--- src/rtl/alu_share_arbiter.sv ---
// Purpose: shares one combinational ALU between two requesters (exec stage, aux unit).
// Latency: 2 cycles from request accept to response valid; one operation in flight.
// Backpressure: response held stable until rspN_ready; new requests stall meanwhile.
module alu_share_arbiter #(
  parameter int XLEN       = 32,
  parameter bit FIXED_PRIO = 1'b0
) (
  input  logic            clk,
  input  logic            reset,
  input  logic            req0_valid,
  output logic            req0_ready,
  input  logic [XLEN-1:0] req0_op1,
  input  logic [XLEN-1:0] req0_op2,
  input  logic [2:0]      req0_funct3,
  input  logic [6:0]      req0_funct7,
  input  logic [4:0]      req0_shamt,
  input  logic [2:0]      req0_insn_type,
  input  logic            req1_valid,
  output logic            req1_ready,
  input  logic [XLEN-1:0] req1_op1,
  input  logic [XLEN-1:0] req1_op2,
  input  logic [2:0]      req1_funct3,
  input  logic [6:0]      req1_funct7,
  input  logic [4:0]      req1_shamt,
  input  logic [2:0]      req1_insn_type,
  output logic [XLEN-1:0] alu_op1,
  output logic [XLEN-1:0] alu_op2,
  output logic [2:0]      alu_funct3,
  output logic [6:0]      alu_funct7,
  output logic [4:0]      alu_shamt,
  output logic [2:0]      alu_insn_type,
  input  logic [XLEN-1:0] alu_result,
  output logic            rsp0_valid,
  output logic [XLEN-1:0] rsp0_data,
  input  logic            rsp0_ready,
  output logic            rsp1_valid,
  output logic [XLEN-1:0] rsp1_data,
  input  logic            rsp1_ready
);

  typedef enum logic [1:0] {
    IDLE = 2'd0,
    BUSY = 2'd1,
    RESP = 2'd2
  } state_t;

  state_t          state, state_nxt;
  logic            last_grant;
  logic            owner;
  logic            grant;
  logic            grant_vld;
  logic            accept;
  logic [XLEN-1:0] op1_q, op2_q, result_q;
  logic [2:0]      funct3_q, insn_type_q;
  logic [6:0]      funct7_q;
  logic [4:0]      shamt_q;

  // Pick the port to serve: a lone requester wins, ties go by priority mode.
  always_comb begin
    grant_vld = req0_valid | req1_valid;
    grant     = 1'b0;
    if (req0_valid && req1_valid) begin
      grant = FIXED_PRIO ? 1'b0 : ~last_grant;
    end else if (req1_valid) begin
      grant = 1'b1;
    end
  end

  // Next-state and handshake outputs; only IDLE can accept a request.
  always_comb begin
    state_nxt  = state;
    req0_ready = 1'b0;
    req1_ready = 1'b0;
    accept     = 1'b0;
    case (state)
      IDLE: begin
        if (grant_vld) begin
          req0_ready = ~grant;
          req1_ready = grant;
          accept     = 1'b1;
          state_nxt  = BUSY;
        end
      end
      BUSY: state_nxt = RESP;
      RESP: begin
        if (owner ? rsp1_ready : rsp0_ready) begin
          state_nxt = IDLE;
        end
      end
      default: state_nxt = IDLE;
    endcase
  end

  // State register.
  always_ff @(posedge clk) begin
    if (reset) begin
      state <= IDLE;
    end else begin
      state <= state_nxt;
    end
  end

  // Operand capture on accept, result capture at the end of the BUSY cycle.
  always_ff @(posedge clk) begin
    if (reset) begin
      last_grant  <= 1'b1;
      owner       <= 1'b0;
      op1_q       <= '0;
      op2_q       <= '0;
      funct3_q    <= '0;
      funct7_q    <= '0;
      shamt_q     <= '0;
      insn_type_q <= '0;
      result_q    <= '0;
    end else begin
      if (accept) begin
        owner       <= grant;
        last_grant  <= grant;
        op1_q       <= grant ? req1_op1       : req0_op1;
        op2_q       <= grant ? req1_op2       : req0_op2;
        funct3_q    <= grant ? req1_funct3    : req0_funct3;
        funct7_q    <= grant ? req1_funct7    : req0_funct7;
        shamt_q     <= grant ? req1_shamt     : req0_shamt;
        insn_type_q <= grant ? req1_insn_type : req0_insn_type;
      end
      if (state == BUSY) begin
        result_q <= alu_result;
      end
    end
  end

  // Outside BUSY the ALU sees an invalid type so it produces 0.
  assign alu_op1       = op1_q;
  assign alu_op2       = op2_q;
  assign alu_funct3    = funct3_q;
  assign alu_funct7    = funct7_q;
  assign alu_shamt     = shamt_q;
  assign alu_insn_type = (state == BUSY) ? insn_type_q : 3'b111;

  assign rsp0_valid = (state == RESP) && !owner;
  assign rsp1_valid = (state == RESP) && owner;
  assign rsp0_data  = result_q;
  assign rsp1_data  = result_q;

endmodule

--- config.mk ---
export PLATFORM = sky130hd
export DESIGN_NAME = alu_share_arbiter
export DESIGN_NICKNAME = d
export VERILOG_FILES = /design/src/rtl/alu_share_arbiter.sv
export SDC_FILE = /design/constraint.sdc
export NUM_CORES = 1
export LEC_CHECK = 0
export CAP_MARGIN = 30
export CORE_AREA = 2 2 138 140
export CTS_CLUSTER_DIAMETER = 80
export DETAILED_ROUTE_END_ITERATION = 6
export DIE_AREA = 0 0 140 142
export DONT_BUFFER_PORTS = 1
export SLEW_MARGIN = 20
export SYNTH_ARGS = -nofsm -noshare
export SYNTH_HDL_FRONTEND = slang
export SYNTH_SLANG_ARGS = --single-unit
--- constraint.sdc ---
create_clock -name clk -period 2.2 [get_ports clk]
set_clock_uncertainty 0.15 [all_clocks]
set_input_delay 0.55 -clock clk [delete_from_list [all_inputs] [get_ports clk]]
set_output_delay 0.55 -clock clk [all_outputs]
set_load 0.01 [all_outputs]
==> flow_summary.toml <==
[outcome]
status = "complete, but fails checks"
violations = "design-rule violations"

[layout]
antennaDiodeCount = 0
instances_no_fill = 855
nets = 812
fillers = 1951
drive_gt1_share_pct = 11.11
area_delta_synth_final_pct = 6.508

[die]
fp-row-count = 50
dieArea_mm2 = 0.01988
io_pins = 352
start_util_pct = 30.52
fp.dieW_um = 140
coreArea_mm2 = 0.01846
dieHeight_um = 142

[placed_design]
placed_cells = 821
place_hpwl_um = 12520
io_buffer_count = 0
gp_congestion = 0.7561

[timing]
finalMaxSlewViolations = 0
fin_crit_sh_pct = 94.61
holdWs_ns = 0.06580
slew_headroom_pct = 62.62
final_hold_viol_count = 0
max_slew.worst_pin.slew_ns = 0.5607
fin_crit_ns = 2.081
fmax_ghz = 0.4804
finalSetupTns_ns = 0
rsz0062_at_grt = "false"
setup_viol = 0

[global_routing]
antenna_found_initial = 1
grt_max_degree = 119
grt_remaining_overflow = 0
grt_pass1_vias = 4598
grt_busiest_layer = "met2"
grt_util_met2_pct = 29.63
grt_use_total_pct = 18.28
grtUsageMet1_pct = 21.11
use_met3_pct = 7.604
grt_pass1_wl_um = 27450

[routing]
drc = 25
wl_per_cell_um = 22.80
drtIter0Drc = 353
vias_per_cell = 5.853
firstDrtPassIters = 7
drtAntennaViolNets = 0
wirelength_um = 19500
num_vias = 5004

[hold_path]
hold_path_class = "in2reg"

[critical_path]
r2r_end = "alu_op1[6]"
reg2reg_from = "state[0]"
critical_path.max_fanout = 7
crit_arrival_ns = 1.38
cp_slowest_stage_delay_ns = 0.38
crit_type = "reg2out"
crit_start = "state[0]"
crit_end = "req0_ready"
slowest_stage = "dfxtp_1"
cp_data_required_time_ns = 1.50
end_kind = "primary output"
critPathLaunchType = "register"
regToRegSetupSlack_ns = 0.48
crit_top_cell = "nor2_4"
r2r_cells = 4
cp_cell_sequence = "nor2_4, nand2_1, nor2_4, buf_4"

[synthesis]
synth-seq-cells = 118
syn-num-nets = 881
yosysSeqAreaShare_pct = 41.94
ys_warn_count = 0
netlist_instances = 679
netlist_area_mm2 = 0.005633
syn_avg_cell_area_um2 = 8.296
ys_types = 30

[job]
drv_cap = 0

[cts]
ctsHoldBuffers = 0
cts-root-buf = "clkbuf_16"
insertion_delay_ns = 0.41
numCtsBuffers = 17
clock_path_buffers = 2
cts.sinks = 118
htreeDepth = 4
cts_tree = "yes"
cts.clk_slew.worst_paths_ns = 0.06

[pwr]
ir_worst_vdd_v = 0.0005044
p_leak_nw = 2.011
powerDensity_mw_per_mm2 = 1068
[cell type report]
type	instances	area [um^2]	area share, %
multi-input cells	449	2465	41.08
flip-flops and latches	118	2364	39.40
well taps	234	292.8	4.880
inverters	1	3.754	0.06257
repair buffers	23	272.8	4.546
clock inverters	10	155.1	2.586
clock buffers	20	446.7	7.445
[Yosys cell counts]
library cell,instances,area [um^2]
buf_4,37,277.8
nand2_1,112,420.4
o21ai_1,18,90.09
a31oi_1,59,369.1
nor2_1,2,7.510
o21ai_0,42,210.2
dfxtp_1,118,2362
a21boi_4,1,18.77
clkbuf_8,6,82.58
nand4_1,59,369.1
a311oi_1,16,140.1
nor2b_1,1,6.260
or2_1,2,12.51
clkbuf_2,5,25.02
nor2_4,3,33.78
buf_2,25,125.1
nand3_1,59,295.3
a21oi_1,57,285.3
clkbuf_1,24,90.09
nand2b_1,5,31.28
nor3b_1,1,7.510
buf_6,7,78.83
buf_12,7,140.1
a311oi_2,7,105.1
a211o_1,1,8.760
inv_1,1,3.750
mux2i_1,1,10.01
nand3b_1,1,7.510
and3b_1,1,8.760
a21bo_2,1,10.01
[per-stage QoR]
step | setup WS (ns) | instance area (um^2) | total power, mW | utilization [%]
after floorplan | 0.2717 | 5633 | 3.415 | -
after CTS | 0.01552 | 5973 | 6.493 | 32.37
after detailed placement | 0.2959 | 5296 | 3.476 | 28.70
final | 0.1185 | 6000 | 6.405 | 32.51
after global placement | 0.2953 | 5296 | 3.463 | 28.70
after global routing | 0.001980 | 6000 | 6.703 | 32.51
[worst min path at each step]
stage / from / endpoint / cells past startpoint
5_1_grt: reset / alu_op2[19] / 1
3_3_place_gp: insn_type_q[0] / insn_type_q[0] / 2
4_1_cts: reset / alu_op2[18] / 1
6_report: reset / alu_op2[22] / 1
3_5_place_dp: insn_type_q[0] / insn_type_q[0] / 2
2_1_floorplan: insn_type_q[0] / insn_type_q[0] / 2
[power breakdown]
group | internal [mW] | switching [mW] | total (mW)
sequential | 2.35 | 0.285 | 2.63
clock | 1.90 | 1.00 | 2.91
combinational | 0.333 | 0.534 | 0.866
total | 4.58 | 1.82 | 6.41
[repair_timing]
action / CTS / global route
endpoints found under the hold margin: 0 / 0
gates resized for setup: 1 / 3
endpoints found under the setup margin: 2 / 3
buffers inserted: 1 / 1
cloned: 2 / 0
pin swaps: 1 / 0
[state kept, by name, indices dropped and copies added (netlist names), 2 cells and up]
register     flops
alu_funct3       3
alu_funct7       7
alu_op1         32
alu_op2         32
alu_shamt        5
insn_type_q      3
rsp0_data       32
state            2
[cell usage in the layout (no fill, tap or decap), drive strengths merged, types with 2 or more instances in the layout]
cell and count:
a311oi 23, clkinvlp 2, buf 21, a21oi 57, o21ai 60, bufinv 4, nand2b 5, nand4 59
or2 2, nand3 59, clkbuf 20, a31oi 59, clkinv 4, nor2 5, dfxtp 118, nand2 112
bufbuf 2
[logic make-up (layout without fill, tap and decap cells)]
| family | after synthesis | count (layout) | synth area share, % |
|---|---|---|---|
| buf+inv | 112 | 54 | 14.62 |
| compound gates | 202 | 202 | 21.97 |
| flops | 118 | 118 | 41.94 |
| simple gates | 246 | 246 | 21.30 |
| mux | 1 | 1 | 0.1777 |
[layer usage]
layer | wire length, um | share of wire, %
met1 | 7608 | 39
met2 | 9231 | 47
met3 | 1973 | 10
met4 | 676 | 3.5
met5 | 8 | 0.041
[critical path: cells and delay by family, from the launching register on]
family	cells	cell delay [ns]
and+or+nand+nor	3	0.45
DFF	1	0.38
buffers and inverters	1	0.14
No activity file was read; power rests on OpenSTA's default activity.
